`config.mk`:
```
export PLATFORM = sky130hd
export DESIGN_NAME = r_channel_router
export DESIGN_NICKNAME = d
export VERILOG_FILES = /design/src/rtl/r_channel_router_pkg.sv /design/src/rtl/r_channel_router_rr_arb3.sv /design/src/rtl/r_channel_router.sv
export SDC_FILE = /design/constraint.sdc
export NUM_CORES = 1
export LEC_CHECK = 0
export BUFFER_PORTS_ARGS = -buffer_cell sky130_fd_sc_hd__buf_2
export CELL_PAD_IN_SITES_DETAIL_PLACEMENT = 1
export CELL_PAD_IN_SITES_GLOBAL_PLACEMENT = 1
export CORE_MARGIN = 5
export CORE_UTILIZATION = 20
export DETAILED_ROUTE_END_ITERATION = 7
export HOLD_SLACK_MARGIN = 0.12
export PLACE_DENSITY = 0.88
export SLEW_MARGIN = 20
export SYNTH_ARGS = -nofsm -noshare
export SYNTH_HDL_FRONTEND = slang
export SYNTH_SLANG_ARGS = --single-unit
```
`constraint.sdc`:
```
create_clock -name clk -period 6.1 [get_ports clk]
set_clock_uncertainty 0.15 [all_clocks]
set_input_delay 0.61 -clock clk [delete_from_list [all_inputs] [get_ports clk]]
set_output_delay 0.61 -clock clk [all_outputs]
set_load 0.05 [all_outputs]
```
`src/rtl/r_channel_router_pkg.sv`:
```
// Shared AXI read-channel definitions for the R-channel router.
package r_channel_router_pkg;

    typedef enum logic {
        IDLE   = 1'b0,
        LOCKED = 1'b1
    } state_e;

    localparam logic [3:0] TAG_M0 = 4'b0001;
    localparam logic [3:0] TAG_M1 = 4'b0010;
    localparam int NUM_SLAVES = 3;

endpackage

```
`src/rtl/r_channel_router_rr_arb3.sv`:
```
// Three-way round-robin pick: the search starts at the slave after last_gnt.
module rr_arb3 import r_channel_router_pkg::*; (
    input  logic [NUM_SLAVES-1:0] req,
    input  logic [1:0]            last_gnt,
    output logic [NUM_SLAVES-1:0] gnt
);

    always_comb begin
        gnt = '0;
        case (last_gnt)
            2'd0: begin
                if (req[1])      gnt = 3'b010;
                else if (req[2]) gnt = 3'b100;
                else if (req[0]) gnt = 3'b001;
            end
            2'd1: begin
                if (req[2])      gnt = 3'b100;
                else if (req[0]) gnt = 3'b001;
                else if (req[1]) gnt = 3'b010;
            end
            default: begin
                if (req[0])      gnt = 3'b001;
                else if (req[1]) gnt = 3'b010;
                else if (req[2]) gnt = 3'b100;
            end
        endcase
    end

endmodule

```
`src/rtl/r_channel_router.sv`:
```
// Routes AXI R-channel beats from three slaves to two masters by the RID tag,
// locking onto one slave for the duration of a burst.
module r_channel_router import r_channel_router_pkg::*; #(
    parameter int ID_BITS   = 4,
    parameter int IDS_BITS  = 8,
    parameter int DATA_BITS = 32
) (
    input  logic                 clk,
    input  logic                 rst,
    input  logic [IDS_BITS-1:0]  RID_S0,
    input  logic [DATA_BITS-1:0] RDATA_S0,
    input  logic [1:0]           RRESP_S0,
    input  logic                 RLAST_S0,
    input  logic                 RVALID_S0,
    output logic                 RREADY_S0,
    input  logic [IDS_BITS-1:0]  RID_S1,
    input  logic [DATA_BITS-1:0] RDATA_S1,
    input  logic [1:0]           RRESP_S1,
    input  logic                 RLAST_S1,
    input  logic                 RVALID_S1,
    output logic                 RREADY_S1,
    input  logic [IDS_BITS-1:0]  RID_S2,
    input  logic [DATA_BITS-1:0] RDATA_S2,
    input  logic [1:0]           RRESP_S2,
    input  logic                 RLAST_S2,
    input  logic                 RVALID_S2,
    output logic                 RREADY_S2,
    output logic [ID_BITS-1:0]   RID_M0,
    output logic [DATA_BITS-1:0] RDATA_M0,
    output logic [1:0]           RRESP_M0,
    output logic                 RLAST_M0,
    output logic                 RVALID_M0,
    input  logic                 RREADY_M0,
    output logic [ID_BITS-1:0]   RID_M1,
    output logic [DATA_BITS-1:0] RDATA_M1,
    output logic [1:0]           RRESP_M1,
    output logic                 RLAST_M1,
    output logic                 RVALID_M1,
    input  logic                 RREADY_M1
);

    state_e                state_q, state_d;
    logic [1:0]            last_gnt_q, last_gnt_d;
    logic [1:0]            lock_gnt_q, lock_gnt_d;
    logic [NUM_SLAVES-1:0] req, arb_gnt;
    logic [1:0]            g;
    logic                  g_valid;
    logic [IDS_BITS-1:0]   s_rid;
    logic [DATA_BITS-1:0]  s_data;
    logic [1:0]            s_resp;
    logic                  s_last, s_valid, s_ready;
    logic [3:0]            tag;
    logic                  to_m0, to_m1, active, hs, m0_sel, m1_sel;

    assign req = {RVALID_S2, RVALID_S1, RVALID_S0};

    rr_arb3 u_arb (
        .req      (req),
        .last_gnt (last_gnt_q),
        .gnt      (arb_gnt)
    );

    // While locked the arbiter result is ignored so a burst is never split.
    always_comb begin
        g       = lock_gnt_q;
        g_valid = 1'b1;
        if (state_q == IDLE) begin
            g_valid = |arb_gnt;
            g       = arb_gnt[1] ? 2'd1 : (arb_gnt[2] ? 2'd2 : 2'd0);
        end
        case (g)
            2'd1: begin
                s_rid = RID_S1; s_data = RDATA_S1; s_resp = RRESP_S1;
                s_last = RLAST_S1; s_valid = RVALID_S1;
            end
            2'd2: begin
                s_rid = RID_S2; s_data = RDATA_S2; s_resp = RRESP_S2;
                s_last = RLAST_S2; s_valid = RVALID_S2;
            end
            default: begin
                s_rid = RID_S0; s_data = RDATA_S0; s_resp = RRESP_S0;
                s_last = RLAST_S0; s_valid = RVALID_S0;
            end
        endcase
    end

    assign tag     = s_rid[IDS_BITS-1 -: 4];
    assign to_m0   = (tag == TAG_M0);
    assign to_m1   = (tag == TAG_M1);
    assign active  = rst & g_valid;
    // Unmapped tags are sunk so a stray beat can never wedge the channel.
    assign s_ready = to_m0 ? RREADY_M0 : (to_m1 ? RREADY_M1 : 1'b1);
    assign hs      = active & s_valid & s_ready;
    assign m0_sel  = active & s_valid & to_m0;
    assign m1_sel  = active & s_valid & to_m1;

    assign RVALID_M0 = m0_sel;
    assign RID_M0    = m0_sel ? s_rid[ID_BITS-1:0] : '0;
    assign RDATA_M0  = m0_sel ? s_data : '0;
    assign RRESP_M0  = m0_sel ? s_resp : 2'b00;
    assign RLAST_M0  = m0_sel & s_last;

    assign RVALID_M1 = m1_sel;
    assign RID_M1    = m1_sel ? s_rid[ID_BITS-1:0] : '0;
    assign RDATA_M1  = m1_sel ? s_data : '0;
    assign RRESP_M1  = m1_sel ? s_resp : 2'b00;
    assign RLAST_M1  = m1_sel & s_last;

    assign RREADY_S0 = active & s_ready & (g == 2'd0);
    assign RREADY_S1 = active & s_ready & (g == 2'd1);
    assign RREADY_S2 = active & s_ready & (g == 2'd2);

    always_comb begin
        state_d    = state_q;
        last_gnt_d = last_gnt_q;
        lock_gnt_d = lock_gnt_q;
        case (state_q)
            IDLE: begin
                if (hs) begin
                    if (s_last) begin
                        last_gnt_d = g;
                    end else begin
                        lock_gnt_d = g;
                        state_d    = LOCKED;
                    end
                end
            end
            LOCKED: begin
                if (hs && s_last) begin
                    last_gnt_d = g;
                    state_d    = IDLE;
                end
            end
            default: state_d = IDLE;
        endcase
    end

    always_ff @(posedge clk or negedge rst) begin
        if (!rst) begin
            state_q    <= IDLE;
            last_gnt_q <= 2'd2;
            lock_gnt_q <= 2'd0;
        end else begin
            state_q    <= state_d;
            last_gnt_q <= last_gnt_d;
            lock_gnt_q <= lock_gnt_d;
        end
    end

endmodule

```
Word-level counts from Yosys, hierarchy flattened
Cells that the tools add are included.
{ "totals": {"regBits": 5, "input_bits": 136, "word_cells": 65, "output_inout_bits": 83} }
{ "classes": {"reduce_logical": 6, "n_bitwise": 13, "n_eq_ne": 8, "n_mux": 35} }
{ "ops": {"columns": ["op", "n"], "rows": [
  ["$mux 32", 2],
  ["$pmux 32 s2", 1],
  ["$mux 3", 7],
  ["$mux 2", 9],
  ["$pmux 8 s2", 1],
  ["$and 1x1->1", 11],
  ["$mux 4", 2],
  ["$pmux 2 s2", 2],
  ["$mux 1", 7],
  ["$pmux 1 s2", 3],
  ["$pmux 3 s2", 1],
  ["$reduce_and 3->1", 2],
  ["$eq 2x1->1 const B", 2],
  ["$eq 4x1->1 const B", 1],
  ["$eq 4x2->1 const B", 1],
  ["$logic_not 2->1", 2],
  ["$ne 2x2->1 const B", 2],
  ["$reduce_or 3->1", 1],
  ["$eq 2x2->1 const B", 1],
  ["$ne 2x1->1 const B", 1],
  ["$not 1->1", 2],
  ["$logic_and 1x1->1", 1]
]} }

Longest topological paths before layout
Gate-level depths: netlist of run 1.
{ "depth": {"ltp_word": 16, "mapped_depth": 13} }

Cells and area by module
Synthesis of run 1 repeated with hierarchy kept, for this count alone.
{ "hier_totals": {"cells_unflattened": 287, "area_unflattened_um2": 1691.6} }
{ "by_module_without_submodules": {"columns": ["module", "seq_area_each_um2", "cells_per_inst", "n_inst", "area_per_inst_um2"], "rows": [
  ["r_channel_router", 126.4, 280, 1, 1640.3],
  ["rr_arb3", 0.0, 7, 1, 51.3]
]} }

Least setup slack after synthesis of run 1
No wires, ideal clock.
{ "synth_timing": {"kind": "in2out", "startpoint": "input port RVALID_S2", "endpoint": "output port RDATA_M1[0]", "t_required_ns": 5.340, "n_path_buf": 3, "t_arrival_ns": 3.083, "path_stages": 13, "slack_ns": 2.257, "cell_sequence": "nor2b_1 > o22ai_1 > nand2_1 > o21ai_0 > inv_1 > ha_1 > buf_2 > buf_6 > nor2_1 > a21oi_2 > nand3_1 > clkbuf_1 > nor2_1"} }
{ "synth_via": {"elab_cells_between_ends": 22, "cone_classes": "eq/ne: 3; mux: 15; bitwise: 3; reduce/logical: 1"} }
{ "synth_rtl": {"columns": ["element", "line_no", "rtl"], "rows": [
  ["start: declaration", "r_channel_router.sv:26", "input logic RVALID_S2,"],
  ["$mux 3 (*)", "r_channel_router_rr_arb3.sv:17", "if (req[2]) gnt = 3'b100;"],
  ["$pmux 3 s2 (*)", "r_channel_router_rr_arb3.sv:10", "case (last_gnt)"],
  ["$mux 2 (*)", "r_channel_router.sv:69", "g = arb_gnt[1] ? 2'd1 : (arb_gnt[2] ? 2'd2 : 2'd0);"],
  ["$mux 2 (*)", "r_channel_router.sv:67", "if (state_q == IDLE) begin"],
  ["via g[0]", "r_channel_router.sv:46", "logic [1:0] g;"],
  ["$eq 2x2->1 or $eq 2x1->1 (tied branches)", "r_channel_router.sv:71", "case (g)"],
  ["$pmux 8 s2 or $pmux 1 s2 (tied branches)", "r_channel_router.sv:71", null],
  ["$eq 4x2->1 or $and 1x1->1 (tied branches)", "r_channel_router.sv:89, r_channel_router.sv:95", null],
  ["$and 1x1->1", "r_channel_router.sv:95", "assign m1_sel = active & s_valid & to_m1;"],
  ["$mux 32 (*)", "r_channel_router.sv:105", "assign RDATA_M1 = m1_sel ? s_data : '0;"],
  ["end: declaration", "r_channel_router.sv:35", "output logic [DATA_BITS-1:0] RDATA_M1,"]
]} }
Mark *: on every way through the listed nets, which the timed path passes. The rest lies on a longest branch.

Worst setup path after layout of run 1
{ "layout_timing": {"startpoint": "input port RVALID_S2", "endpoint": "output port RID_M1[0]"} }
{ "layout_via": {"elab_cells_between_ends": 21, "cone_classes": "eq/ne: 3; mux: 14; bitwise: 3; reduce/logical: 1"} }
{ "layout_rtl": {"columns": ["element", "line_no", "rtl"], "rows": [
  ["$mux 3 (*)", "r_channel_router_rr_arb3.sv:17", null],
  ["$pmux 3 s2 (*)", "r_channel_router_rr_arb3.sv:10", null],
  ["$mux 2 (*)", "r_channel_router.sv:69", null],
  ["$mux 2 (*)", "r_channel_router.sv:67", null],
  ["via g[0]", "r_channel_router.sv:46", null],
  ["$eq 2x2->1 or $eq 2x1->1 (tied branches)", "r_channel_router.sv:71", null],
  ["$pmux 8 s2 or $pmux 1 s2 (tied branches)", "r_channel_router.sv:71", null],
  ["$eq 4x2->1 or $and 1x1->1 (tied branches)", "r_channel_router.sv:89, r_channel_router.sv:95", null],
  ["$and 1x1->1", "r_channel_router.sv:95", null],
  ["$mux 4 (*)", "r_channel_router.sv:104", "assign RID_M1 = m1_sel ? s_rid[ID_BITS-1:0] : '0;"],
  ["end: declaration", "r_channel_router.sv:34", "output logic [ID_BITS-1:0] RID_M1,"]
]} }
Marks and branches as above.

==> reports/qor.yml, run 1 <==
outcome: "complete, no violations"
p_seq_frac: 0.039
clockBufferDepth: 2
drive_gt1_frac: 0.495
final_cell_mix: "buf_2, nor2_1, nand2_1"
drc_errors: 0
p_leak_nw: 1.48
antenna_found_initial: 0
powerDensity_nw_per_um2: 542
holdPathStages: 1
ant_nets: 0
drt-initial-drc-count: 57
r2r-start: "last_gnt_q[1]$_DFFE_PN1P_"
stdcell_count: 584
synth_top_area_frac: 0.190
combPwrFrac: 0.921
synth_compound_area_frac: 0.437
grt_setup_unrepaired: "no"
synth_fa_ha_area_frac: 0.0224
yosysSeqAreaShare: 0.0754
fin_hold_ws_ns: 0.345
track_usage: 0.183
cp-end-kind: "output pin"
reg2regPathDepth: 11
die_area_um2: 10300
diodes: 0
switchingPower_w: 0.00108
die_x_um: 102
synthArstFlopShare: 1.00
finalSetupTns_ns: 0
r2r-end: "last_gnt_q[0]$_DFFE_PN0P_"
syn_area_um2: 1680
wl_per_cell_um: 17.3
criticalPathCategory: "input pin to output pin"
cts_tree: "done"
synth_xor_area_frac: 0
crit_fanout: 44
synth_enable_flop_cells: 0
maxSlewViolCount: 0
synth.distinct_cells: 31
syn_inst: 286
p_clk_frac: 0.040
grt_pass1_vias: 3056
slew_headroom: 0.377
whs_endpoint: "lock_gnt_q[1]$_DFFE_PN0P_"
vias_per_cell: 5.06
ys_top_cells_by_area: "nor2_1, a22oi_1, o211ai_1"
vdd_ir_drop_max_mv: 0.271
syn2layout_area_growth_pct: 69.9
min_from: "lock_gnt_q[1]$_DFFE_PN0P_"
avgSynthCellArea_um2: 5.86
dp.cells: 579
maxCapViolCount: 0
core-area_um2: 8180
fin_ws_ns: 1.14
cts_max_level: 1
grt_max_degree: 55
synth_simple_gate_area_frac: 0.345
syn_nets: 425
ys_warn_count: 0
cts_sinks: 5
dp_slack_ns: 1.10
total_power_w: 0.00154
insertion_delay_ns: 0.22
p_int_w: 0.000459
min_period_ns: 4.96
cts_buffers: 3
crit_arrival_ns: 4.20
netSwitchingFraction: 0.702
fin_nets: 619
synth_ff_type: "dfrtp_1"
num-fill-cells: 1141
dieHeight_um: 102
yosysTopAreaCell: "nor2_1"
r2r_slack_ns: 2.04
finalWirelength_mm: 10.1
synth_top_family_by_area: "compound AO/OA/AOI/OAI gates"
setup_violations: 0
timing.final.crit_share: 0.812
grt_first_pass_wirelength_mm: 15.1
grt_remaining_overflow: 0
hold_viol: 0
place_congestion: 0.852
clkTransAtPathRegs_ns: 0.04
start_util: 0.205
synth_seq_cells: 5
portBuffers: 218
worst_pin_slew_ns: 0.934
start_kind: "input pin"
rows: 33
pin_count: 219
dr.pass1.iters: 4
required_ns: 5.34
cts-root-buf: "clkbuf_8"
muxShareOfSynthArea: 0.0269
hold_path.class: "flop to flop"
max_clock_freq_mhz: 202
hpwl_mm: 7.94
final_common_cell: "buf_2"
num_vias: 2954
-- cell usage after synthesis, types with 4 or more instances --
cell type  number
o211ai_1       38
dfrtp_1         4
nor2b_1         4
nand2_1        43
buf_2           9
mux2_1          4
nor2_1         85
clkbuf_1       19
a22oi_1        40
o21ai_0         5
-- power groups by stage --
stage	clock network (W)	registers, W	logic (W)
2_1_floorplan	0	0.0000566	0.00110
6_report	0.0000618	0.0000607	0.00142
3_3_place_gp	0	0.0000596	0.00139
5_1_grt	0.0000668	0.0000625	0.00156
4_1_cts	0.0000642	0.0000605	0.00143
3_5_place_dp	0	0.0000606	0.00143
-- logic make-up after synthesis --
family	count (synthesis)
simple gates	142
buf+inv	35
compound gates	97
mux	4
flops	5
fa+ha+maj	3
-- layer usage --
metal / part of all wire / global-route usage / vias up
met4: 0.010 / 0.0409 / 0
met3: 0.11 / 0.0461 / 9
met5: 0 / 0 / -
met2: 0.52 / 0.348 / 171
li1: - / - / 1402
met1: 0.36 / 0.202 / 1372
-- worst max-delay path by stage --
stage,startpoint,endpoint,slack (ns),cells after the start
2_1_floorplan,RVALID_S2,RDATA_M1[0],2.26,13
3_3_place_gp,RVALID_S2,RID_M1[0],1.36,11
3_5_place_dp,RVALID_S2,RID_M1[0],1.10,11
4_1_cts,RVALID_S2,RID_M1[0],1.09,11
5_1_grt,RVALID_S2,RID_M1[0],0.69,11
6_report,RVALID_S2,RID_M1[0],1.14,11
-- final cells by class --
type | instances | area, µm² | area share
Inverter | 3 | 11.3 | 0.00395
Timing Repair Buffer | 221 | 1120 | 0.392
Multi-Input combinational cell | 246 | 1420 | 0.498
Sequential cell | 5 | 126 | 0.0444
Tap cell | 105 | 131 | 0.0461
Clock buffer | 4 | 45.0 | 0.0158
-- per-stage QoR --
step / util / instance area [µm²]
floorplan: - / 1680
global placement: 0.342 / 2790
detailed placement: 0.342 / 2790
CTS: 0.348 / 2850
global route: 0.348 / 2850
finish: 0.348 / 2850
-- critical path: stages --
cell	delay [ns]
buf_2	0.12
nor2b_1	0.13
o22ai_1	0.12
nand2_1	0.07
o21ai_0	0.35
ha_2	0.87
a22oi_2	0.19
a21oi_1	0.28
nand3_2	0.75
nor2_1	0.37
buf_2	0.31
-- timing repair --
item                      CTS  global route
hold endpoints to repair    4             0
buffers inserted            0             0
resized for setup           0             0
hold buffers                1             0
Power figures use the tool's default switching activity.
==> run 2, diff against run 1 <==
- CORE_UTILIZATION: 20 -> 17
- PLACE_DENSITY: 0.88 -> 0.8
- clock period: 6.1 -> 4.1 ns (I/O delays scaled with it)
==> reports/qor.yml, run 2 (same netlist as run 1, synthesis figures left out) <==
outcome: "complete, no violations"  # unchanged
vdd_ir_drop_max_mv: 0.324  # was 0.271 mV
placed_area_um2: 2950  # was 2790 µm²
holdPathStages: 1  # unchanged
multiInputGateArea_um2: 1450  # was 1420 µm²
cp_top_family: "compound AO/OA/AOI/OAI gates"  # was simple AND/OR/NAND/NOR gates
vias_per_cell: 4.79  # was 5.06
grt_pass1_vias: 3049  # was 3056
max_clock_freq_mhz: 256
num-fill-cells: 1311  # was 1141
cts_buffers: 3  # unchanged
final_cell_mix: "buf_2, nor2_1, nand2_1"  # unchanged
cts_sinks: 5  # unchanged
min_from: "lock_gnt_q[0]$_DFFE_PN0P_"  # was lock_gnt_q[1]$_DFFE_PN0P_
grt_first_pass_wirelength_mm: 15.4  # was 15.1 mm
finalSetupTns_ns: 0  # unchanged
worst_pin_slew_ns: 0.729  # was 0.934 ns
num_vias: 2968  # was 2954
cpMostUsedCell: "o21ai_0"  # was buf_2
whs_endpoint: "lock_gnt_q[0]$_DFFE_PN0P_"  # was lock_gnt_q[1]$_DFFE_PN0P_
hold_viol: 0  # unchanged
r2r-start: "last_gnt_q[1]$_DFFE_PN1P_"  # unchanged
start_util: 0.173  # was 0.205
timing.final.crit_share: 0.954
maxSlewViolCount: 0  # unchanged
track_usage: 0.161  # was 0.183
p_leak_nw: 1.54  # was 1.48 nW
reg2regPathDepth: 10  # was 11
criticalPathCategory: "flop to output pin"  # was input pin to output pin
fin_ws_ns: 0.190  # was 1.14 ns
fin_nets: 626  # was 619
cts_tree: "done"  # unchanged
grt_remaining_overflow: 0  # unchanged
crit_chain: "a21oi_1, o21ai_0, o21ai_0, ha_2, a22oi_1, a211oi_4, buf_4, o211ai_1, nor2_1, buf_12"  # was buf_2, nor2b_1, o22ai_1, nand2_1, o21ai_0, ha_2, a22oi_2, a21oi_1, nand3_2, nor2_1, buf_2
clockBufferDepth: 2  # unchanged
insertion_delay_ns: 0.22  # about the same
r2r-end: "last_gnt_q[0]$_DFFE_PN0P_"  # unchanged
regArea_um2: 126  # unchanged
place_congestion: 0.851  # was 0.852
rows: 36  # was 33
start_kind: "flop"  # was input pin
drive_gt1_frac: 0.504  # was 0.495
hpwl_mm: 8.69  # was 7.94 mm
dr.pass1.iters: 4  # unchanged
slew_headroom: 0.507  # was 0.377
path_buf_inv: 2  # unchanged
dieHeight_um: 109  # was 102 µm
grt_max_degree: 47  # was 55
die_x_um: 109  # was 102 µm
required_ns: 3.54  # was 5.34 ns
core-area_um2: 9680  # was 8180 µm²
min_period_ns: 3.91
cts_setup_buffers: 0  # unchanged
wl_per_cell_um: 17.1  # was 17.3 µm
dp_slack_ns: 0.123  # was 1.10 ns
final_common_cell: "buf_2"  # unchanged
diodes: 0  # unchanged
portBuffers: 218  # unchanged
crit_arrival_ns: 3.35  # was 4.20 ns
crit_fanout: 23  # was 44
cts-root-buf: "clkbuf_8"  # unchanged
fin_util: 0.313  # was 0.348
grt_setup_unrepaired: "yes"  # was no
syn2layout_area_growth_pct: 81.0  # was 69.9%
hold_path.class: "flop to flop"  # unchanged
drt-initial-drc-count: 191  # was 57
powerDensity_nw_per_um2: 807  # was 542 nW/µm²
stdcell_area_um2: 3040  # was 2850 µm²
antenna_found_initial: 0  # unchanged
cts_max_level: 1  # unchanged
ant_nets: 0  # unchanged
maxCapViolCount: 0  # unchanged
pin_count: 219  # unchanged
cp-end-kind: "output pin"  # unchanged
die_area_um2: 11900  # was 10300 µm²
finalWirelength_mm: 10.6  # was 10.1 mm
drc_errors: 0  # unchanged
crit_slowest_cell: "ha_2"  # unchanged
setup_violations: 0  # unchanged
r2r_slack_ns: 0.81  # was 2.04 ns
cp_slowest_stage_delay_ns: 0.60  # was 0.87 ns
clkTransAtPathRegs_ns: 0.03  # was 0.04 ns
[run 2: final cells by class]
cell class / instances / area share
Inverter: 3 / 0.00371
Timing Repair Buffer: 228 / 0.409
Sequential cell: 5 / 0.0416
Clock buffer: 4 / 0.0148
Tap cell: 133 / 0.0548
Multi-Input combinational cell: 246 / 0.476
[run 2: timing repair]
item,in CTS,in global routing
pin swaps,0,1
endpoints found under the setup margin,27,79
gates cloned,0,0
resized for setup,1,4
endpoints found under the hold margin,5,0
hold buffers,1,0
[run 2: power breakdown]
group | leakage [nW] | internal [W] | switching (W)
Clock | 0.0228 | 0.0000666 | 0.0000224
Combinational | 1.45 | 0.000650 | 0.00162
Sequential | 0.0605 | 0.0000715 | 0.0000184
Total | 1.54 | 0.000788 | 0.00166
[run 2: worst max path at each step]
stage                               from           end  slack [ns]  depth (start not counted)
6_report       last_gnt_q[1]$_DFFE_PN1P_  RDATA_M0[11]        0.19                         10
3_5_place_dp                   RVALID_S2  RDATA_M1[26]        0.12                         14
3_3_place_gp                   RVALID_S0  RDATA_M0[11]        0.36                         11
5_1_grt        last_gnt_q[1]$_DFFE_PN1P_  RDATA_M1[13]       -0.01                         13
2_1_floorplan  last_gnt_q[1]$_DFFE_PN1P_   RDATA_M1[0]        0.60                         13
4_1_cts        last_gnt_q[1]$_DFFE_PN1P_  RDATA_M0[11]        0.05                         12
[run 2: through the flow]
step | std cells | hold slack (ns) | total power (W)
global route | 619 | 0.344 | 0.00267
finish | 619 | 0.339 | 0.00245
floorplan | 286 | -0.0356 | 0.00172
global placement | 614 | 0.0850 | 0.00224
CTS | 619 | 0.343 | 0.00243
detailed placement | 614 | 0.0930 | 0.00231
[run 2: metal layers]
layer	up-vias	routed length (µm)	global-route usage
li1	1417	-	-
met2	144	5640	0.325
met1	1401	3830	0.175
met4	0	66	0.0276
met5	-	0	0
met3	6	1060	0.0282
